<file path="config.mk">
export PLATFORM = sky130hd
export DESIGN_NAME = regfile_wb_arbiter
export DESIGN_NICKNAME = d
export VERILOG_FILES = /design/src/rtl/riscv_pkg.sv /design/src/rtl/regfile_wb_arbiter_rr_arb2.sv /design/src/rtl/regfile_wb_arbiter.sv
export SDC_FILE = /design/constraint.sdc
export NUM_CORES = 1
export LEC_CHECK = 0
export BUFFER_PORTS_ARGS = -buffer_cell sky130_fd_sc_hd__buf_2
export CORE_MARGIN = 1.5
export CORE_UTILIZATION = 43
export CTS_CLUSTER_SIZE = 12
export DETAILED_ROUTE_END_ITERATION = 16
export PLACE_DENSITY = 0.81
export SYNTH_ARGS = -nofsm -noshare
export SYNTH_HDL_FRONTEND = slang
export SYNTH_HIERARCHICAL = 1
export SYNTH_SLANG_ARGS = --single-unit
</file>
<file path="constraint.sdc">
create_clock -name clock -period 2.2 [get_ports clock]
set_input_delay 0.11 -clock clock [delete_from_list [all_inputs] [get_ports clock]]
set_output_delay 0.11 -clock clock [all_outputs]
set_load 0.02 [all_outputs]
</file>
<file path="src/rtl/riscv_pkg.sv">
// Shared register-file geometry and writeback requester indices.
// Also holds the round-robin arbiter's state encoding.
package riscv_pkg;

    localparam int XLEN       = 32;
    localparam int REG_ADDR_W = 5;

    localparam logic [REG_ADDR_W-1:0] REG_ZERO = 5'd0;

    localparam int WB_ALU = 0;
    localparam int WB_LSU = 1;

    typedef enum logic {
        LAST_ALU = 1'b0,
        LAST_LSU = 1'b1
    } last_grant_e;

endpackage

</file>
<file path="src/rtl/regfile_wb_arbiter_rr_arb2.sv">
// Two-way round-robin arbiter: one-hot grant, priority flips after each accepted grant.
//
// state    | meaning
// LAST_ALU | requester 0 won the last handshake, requester 1 wins a tie
// LAST_LSU | requester 1 won the last handshake, requester 0 wins a tie (reset)
module rr_arb2
    import riscv_pkg::*;
(
    input  logic       clock,
    input  logic       reset,
    input  logic [1:0] req,
    input  logic       advance,
    output logic [1:0] grant
);

    last_grant_e state_q;
    last_grant_e state_d;

    always_ff @(posedge clock or posedge reset) begin
        if (reset) begin
            state_q <= LAST_LSU;
        end else begin
            state_q <= state_d;
        end
    end

    always_comb begin
        grant = 2'b00;
        case (req)
            2'b01: grant[WB_ALU] = 1'b1;
            2'b10: grant[WB_LSU] = 1'b1;
            2'b11: begin
                if (state_q == LAST_LSU) begin
                    grant[WB_ALU] = 1'b1;
                end else begin
                    grant[WB_LSU] = 1'b1;
                end
            end
            default: grant = 2'b00;
        endcase
    end

    // Kept apart from the grant decode so advance (derived from grant) forms no loop.
    always_comb begin
        state_d = state_q;
        if (advance) begin
            state_d = grant[WB_LSU] ? LAST_LSU : LAST_ALU;
        end
    end

endmodule

</file>
<file path="src/rtl/regfile_wb_arbiter.sv">
// Shares the regfile write port between ALU and LSU writeback with a registered
// write stage, x0 filtering, read-stage bypass and a saturating conflict counter.
module regfile_wb_arbiter
    import riscv_pkg::*;
#(
    parameter int DATA_W = XLEN,
    parameter int ADDR_W = REG_ADDR_W,
    parameter int CNT_W  = 16
) (
    input  logic                clock,
    input  logic                reset,
    input  logic [1:0]          req_valid,
    input  logic [2*ADDR_W-1:0] req_rd,
    input  logic [2*DATA_W-1:0] req_data,
    output logic [1:0]          req_ready,
    output logic                wb_we,
    output logic [ADDR_W-1:0]   wb_rd,
    output logic [DATA_W-1:0]   wb_data,
    input  logic [ADDR_W-1:0]   byp_rs1,
    input  logic [ADDR_W-1:0]   byp_rs2,
    output logic                byp_hit1,
    output logic                byp_hit2,
    output logic [DATA_W-1:0]   byp_data1,
    output logic [DATA_W-1:0]   byp_data2,
    output logic [CNT_W-1:0]    conflict_cnt
);

    localparam logic [ADDR_W-1:0] ZERO_IDX = ADDR_W'(REG_ZERO);
    localparam logic [CNT_W-1:0]  CNT_MAX  = '1;

    logic [1:0]        grant;
    logic              handshake;
    logic [ADDR_W-1:0] sel_rd;
    logic [DATA_W-1:0] sel_data;

    assign handshake = |(req_valid & grant);
    assign req_ready = grant;

    rr_arb2 u_arb (
        .clock   (clock),
        .reset   (reset),
        .req     (req_valid),
        .advance (handshake),
        .grant   (grant)
    );

    always_comb begin
        sel_rd   = req_rd[ADDR_W-1:0];
        sel_data = req_data[DATA_W-1:0];
        if (grant[WB_LSU]) begin
            sel_rd   = req_rd[2*ADDR_W-1:ADDR_W];
            sel_data = req_data[2*DATA_W-1:DATA_W];
        end
    end

    // An x0 destination still completes its handshake but never raises the write enable.
    always_ff @(posedge clock or posedge reset) begin
        if (reset) begin
            wb_we   <= 1'b0;
            wb_rd   <= '0;
            wb_data <= '0;
        end else begin
            wb_we <= handshake && (sel_rd != ZERO_IDX);
            if (handshake) begin
                wb_rd   <= sel_rd;
                wb_data <= sel_data;
            end
        end
    end

    always_ff @(posedge clock or posedge reset) begin
        if (reset) begin
            conflict_cnt <= '0;
        end else if ((req_valid == 2'b11) && (conflict_cnt != CNT_MAX)) begin
            conflict_cnt <= conflict_cnt + CNT_W'(1);
        end
    end

    assign byp_hit1  = wb_we && (wb_rd == byp_rs1) && (byp_rs1 != ZERO_IDX);
    assign byp_hit2  = wb_we && (wb_rd == byp_rs2) && (byp_rs2 != ZERO_IDX);
    assign byp_data1 = byp_hit1 ? wb_data : '0;
    assign byp_data2 = byp_hit2 ? wb_data : '0;

endmodule

</file>
# After elaboration in Yosys (flattened, before gate mapping)
# Cells that the tools add are included.
[word_totals]
word_cells = 32
ff_bits = 55
output_inout_bits = 122
in_bits = 88
[op_classes]
n_bitwise = 1
eq_ne = 6
addsub = 1
reduce_logical = 10
mux = 9
[op_table]
columns = ["cell", "n"]
rows = [
  ["2-to-1 mux 32 bit", 3],
  ["adder 16 x 1 -> 16 bit, second input constant", 1],
  ["inequality test 16 bit, second input constant", 1],
  ["nonzero test 5 bit", 3],
  ["equality test 5 bit", 2],
  ["logical AND 1 bit", 6],
  ["2-to-1 mux 5 bit", 1],
  ["equality test 2 bit, second input constant", 2],
  ["one-hot mux 1 bit (2 select lines)", 2],
  ["2-to-1 mux 1 bit", 3],
  ["AND 2 bit", 1],
  ["equality test 2 x 1 -> 1 bit, second input constant", 1],
  ["OR reduction 2 bit", 1],
]

# Depth between registers and ports, before layout
[depth]
ltp_word = 5
ltp_mapped = 7
depth_no_buf = 5

# By module
# The synthesis kept the hierarchy.
[modules_own_cells]
columns = ["module", "seq_area_each_um2", "area_per_inst_um2", "cells_per_inst", "instances"]
rows = [
  ["regfile_wb_arbiter", 1351.3, 3174.3, 330, 1],
  ["rr_arb2", 26.3, 67.6, 6, 1],
]

# Least setup slack after synthesis
# No wires, ideal clock.
[synth_path]
kind = "register to register"
start = "register u_arb.state_q"
end = "register u_arb.state_q"
required_time_ns = 2.118
setup_time_ns = 0.082
synth_period_minus_slack_ns = 2.240
arrival_ns = 2.158
slack_ns = -0.040
path_buffers = 2
path_stages_with_launch = 8
path_cell_list = "dfstp_2 > inv_1 > a21boi_0 > a22oi_1 > clkbuf_1 > clkbuf_1 > inv_1 > mux2_4"
[synth_between]
elab_chain_cells = 4
word_cells_on_any_way = 7
cone_classes = "5 x mux; 1 x bitwise; 1 x reduce/logical"
[synth_lines]
columns = ["element", "line", "text"]
rows = [
  ["start, declared", "regfile_wb_arbiter_rr_arb2.sv:16", "last_grant_e state_q;"],
  ["start signal, assigned", "regfile_wb_arbiter_rr_arb2.sv:23", "state_q <= state_d;"],
  ["2-to-1 mux 1 bit", "regfile_wb_arbiter_rr_arb2.sv:33", "if (state_q == LAST_LSU) begin"],
  ["one-hot mux 1 bit (2 select lines)", "regfile_wb_arbiter_rr_arb2.sv:29", "case (req)"],
  ["via req_ready[0]", "regfile_wb_arbiter.sv:15", "output logic [1:0] req_ready,"],
  ["AND 2 bit", "regfile_wb_arbiter.sv:36", "assign handshake = |(req_valid & grant);"],
  ["OR reduction 2 bit", "regfile_wb_arbiter.sv:36", ""],
  ["via handshake", "regfile_wb_arbiter.sv:32", "logic handshake;"],
]
# The timed path passes the listed nets, and every way through them passes these cells.
# A chain may end at the register's enable or synchronous reset.

# Worst setup path in the final report
[layout_path]
start = "register wb_rd[2]"
end = "output port byp_data1[13]"
[layout_between]
elab_chain_cells = 4
[layout_lines]
columns = ["element", "line", "text"]
rows = [
  ["start, declared", "regfile_wb_arbiter.sv:17", "output logic [ADDR_W-1:0] wb_rd,"],
  ["start signal, assigned", "regfile_wb_arbiter.sv:65", "wb_rd <= sel_rd;"],
  ["equality test 5 bit", "regfile_wb_arbiter.sv:79", "assign byp_hit1 = wb_we && (wb_rd == byp_rs1) && (byp_rs1 != ZERO_IDX);"],
  ["logical AND 1 bit (2 in series)", "regfile_wb_arbiter.sv:79", ""],
  ["2-to-1 mux 32 bit", "regfile_wb_arbiter.sv:81", "assign byp_data1 = byp_hit1 ? wb_data : '0;"],
  ["end, declared", "regfile_wb_arbiter.sv:23", "output logic [DATA_W-1:0] byp_data1,"],
]
# No other way between the ends.

==> flow_summary.ini <==
[hold_path]
cell_depth_of_the_worst_hold_path = 3
timing.hold.worst_endpoint = wb_data[18]$_DFFE_PP0P_
worstHoldStart = req_data[18]
tightest_hold_check_type = in2reg

[timing]
tightest_slew_margin_relative_to_the_limit = 0.571
setup-violations-final = 0
rsz0062_at_grt = no
report.final.hold_viol_count = 0
tns_ns = 0
post-route-min-period_ns = 2.13
final.period_utilization = 0.967
fin_worst_skew_ns = 0.00226
report.final.slew_viol_count = 0
fmax_mhz = 470
max_slew.worst_pin.slew_ns = 0.642

[synthesis]
synthDistinctLibCells = 34
synth.yosys.seq_area_share = 0.425
synth_async_sr_flop_share = 1.00
synthFlopType = sky130_fd_sc_hd__dfrtp_1
syn_area_mm2 = 0.00324
synth_cells = 336
yosys_warnings = 6
synth_enable_flop_cells = 0
post_synthesis_net_count = 425
avgSynthCellArea_um2 = 9.65
postSynthRegisterBits = 55

[power_and_ir_drop]
power.static_leakage_nw = 2.52
p_int_w = 0.00199
sw_frac_of_total = 0.406
vdd_drop_max_mv = 0.559
share_seq_of_total_power = 0.461
share_comb_of_total_power = 0.382
fin_total_pwr_w = 0.00335
power_per_cell_area_mw_per_mm2 = 747
power.switching_w = 0.00136
p_clk_frac = 0.157

[die]
core-area_mm2 = 0.00729
dieHeight_um = 89.8
chipWidth_um = 89.8
ios = 210
initial_util = 0.445
num_rows = 31
fp.dieArea_mm2 = 0.00807

[detailed_routing]
drcViolationCount = 0
routed_via_density = 4.92
drt-wirelength-per-cell_um = 13.6
wl_um = 8740
detail_route.iter0.violations = 77
final_ant_viol_nets = 0
drt-pass1-iter-count = 4
via_count = 3164

[global_routing]
congestion_overflow_gr = 0
gr-usage-all-layers = 0.210
antenna_found_initial = 0
via_count_of_the_first_global_routing_pass = 3011
largest_net_degree_at_the_start_of_global_routing = 39
grt_pass1_wl_um = 14000

[clock_tree]
worst_setup_hold_path_clk_slew_ns = 0.09
clock_path_buffers = 2
cts_tree = yes
clock_latency_ns = 0.29
cts.root.buffer_cell = sky130_fd_sc_hd__clkbuf_8
numCtsBuffers = 5
cts.sinks = 55
h-tree-depth = 2
buffer_count_from_post_cts_setup_fixing = 0

[critical_path]
cp_class = reg2out
reg2reg_setup_slack_ns = 0.34
setup.worst_path.start_class = flop
path_max_fanout = 33
worst_ep_arrival_time_ns = 2.02
worst-endpoint-required_ns = 2.09
cell_at_the_slowest_stage_of_the_critical_path = sky130_fd_sc_hd__dfrtp_1
timing.critical_path.to_type = output port
critical_path.reg2reg.startpoint = conflict_cnt[0]$_DFFE_PP0P_
r2r-end = conflict_cnt[13]$_DFFE_PP0P_
worst_r2r_path_cells = 6
worst_path_largest_cell_delay_ns = 0.44
cp_cell_sequence = nor4_1 -> or3_4 -> a211oi_4 -> buf_12 -> and2_1 -> buf_2

[placed_design]
routability_congestion_estimate_from_global_placement = 0.919
dp.final_hpwl_um = 6800
dp.cells = 634
buffer_ports.inserted = 209

[layout]
number_of_antenna_diodes = 0
final_layout_size_suffix_gt1_frac = 0.443
finish.cell_count_without_fillers = 643
areaGrowthSynthToFinish_pct = 38.4
post_layout_net_count = 632

[run]
cap_viol_max_count = 0

[outcome]
outcome = complete, no violations
==> per-layer routing <==
layer	global-route usage	wire length [µm]	part of all wire
met1	0.248	3590	0.41
met2	0.380	4460	0.51
met3	0.0516	580	0.066
met4	0.0569	107	0.012
met5	0	0	0
==> final cells by class <==
| cell class | count | area [µm²] |
|---|---|---|
| Clock buffer | 8 | 80.1 |
| Fill cell | 635 | 2810 |
| Inverter | 6 | 22.5 |
| Multi-Input combinational cell | 256 | 1730 |
| Sequential cell | 55 | 1380 |
| Tap cell | 99 | 124 |
| Timing Repair Buffer | 219 | 1150 |
==> logic make-up (layout without fill, tap and decap cells) <==
family                     count (synthesis)  count (layout)  share of synthesized area
xor gates and xnor gates                  22              22                     0.0594
muxes                                     40              40                      0.126
adders and majority gates                  1               1                    0.00386
DFF                                       55              55                      0.425
and+or+nand+nor                          149             149                      0.251
AOI/OAI and AO/OA                         44              44                     0.0888
buffers and inverters                     25             233                     0.0463
==> registers in the layout (all words and copies together), names as in the netlist <==
register	cells
wb_we	1
wb_data	32
conflict_cnt	16
u_arb/state_q	1
wb_rd	5
==> synth_stat cells (6+ instances only) <==
| cell type | n | area, µm² |
|---|---|---|
| sky130_fd_sc_hd__and2_1 | 65 | 407 |
| sky130_fd_sc_hd__dfrtp_1 | 54 | 1350 |
| sky130_fd_sc_hd__nand2_1 | 48 | 180 |
| sky130_fd_sc_hd__mux2i_1 | 37 | 370 |
| sky130_fd_sc_hd__o21ai_0 | 37 | 185 |
| sky130_fd_sc_hd__xnor2_1 | 11 | 96.3 |
| sky130_fd_sc_hd__xor2_1 | 11 | 96.3 |
| sky130_fd_sc_hd__clkbuf_1 | 8 | 30.0 |
| sky130_fd_sc_hd__nor3_1 | 8 | 40.0 |
| sky130_fd_sc_hd__buf_6 | 7 | 78.8 |
| sky130_fd_sc_hd__nand3_1 | 7 | 35.0 |
| sky130_fd_sc_hd__inv_1 | 6 | 22.5 |
| sky130_fd_sc_hd__nor2_1 | 6 | 22.5 |
==> worst max-delay path by stage <==
stage | start | to | slack [ns] | cells past startpoint
finish | wb_rd[2]$_DFFE_PP0P_ | byp_data1[13] | 0.07 | 6
global placement | wb_rd[1]$_DFFE_PP0P_ | byp_data2[15] | 0.34 | 6
CTS | wb_rd[0]$_DFFE_PP0P_ | byp_data1[13] | 0.05 | 6
global route | wb_rd[2]$_DFFE_PP0P_ | byp_data1[13] | 0.0002 | 6
detailed placement | wb_rd[1]$_DFFE_PP0P_ | byp_data1[13] | 0.27 | 6
floorplan | u_arb/state_q$_DFFE_PP1P_ | u_arb/state_q$_DFFE_PP1P_ | 0.19 | 7
==> stage by stage <==
stage	util	hold slack (ns)	cell area (µm²)	setup slack (ns)
3_3_place_gp	0.598	0.138	4360	0.336
4_1_cts	0.612	0.0959	4460	0.0507
6_report	0.615	0.104	4490	0.0721
5_1_grt	0.615	0.0987	4490	0.000248
3_5_place_dp	0.598	0.140	4360	0.268
2_1_floorplan	-	-0.000303	3240	0.190
==> cell usage in the layout (no fill, tap or decap), drive strengths merged, types with 2 or more instances in the layout <==
cell / n
buf: 218
and2: 65
dfrtp: 54
nand2: 48
mux2i: 37
o21ai: 37
xnor2: 11
xor2: 11
nor3: 8
clkbuf: 8
nand3: 7
nor2: 6
inv: 6
nand4: 5
or3: 3
mux2: 3
nor4: 3
a211oi: 2
a21boi: 2
==> repair_timing <==
action | 4_1_cts | 5_1_grt
hold buffers | 1 | 0
setup endpoints to repair | 64 | 64
hold endpoints to repair | 31 | 0
gates resized for setup | 3 | 7
==> critical path, delay by kind of cell (launching register included) <==
family                 cells  cell delay [ns]
and+or+nand+nor            3             0.61
DFF                        1             0.44
buffers and inverters      2             0.38
AOI/OAI and AO/OA          1             0.28
==> power groups by stage <==
| stage | registers (W) | logic [W] | clock network, W |
|---|---|---|---|
| detailed placement | 0.00156 | 0.00129 | 0 |
| global route | 0.00160 | 0.00140 | 0.000585 |
| CTS | 0.00155 | 0.00129 | 0.000546 |
| floorplan | 0.00180 | 0.000532 | 0 |
| global placement | 0.00155 | 0.00125 | 0 |
| finish | 0.00154 | 0.00128 | 0.000527 |
(Power assumes the default switching activity.)
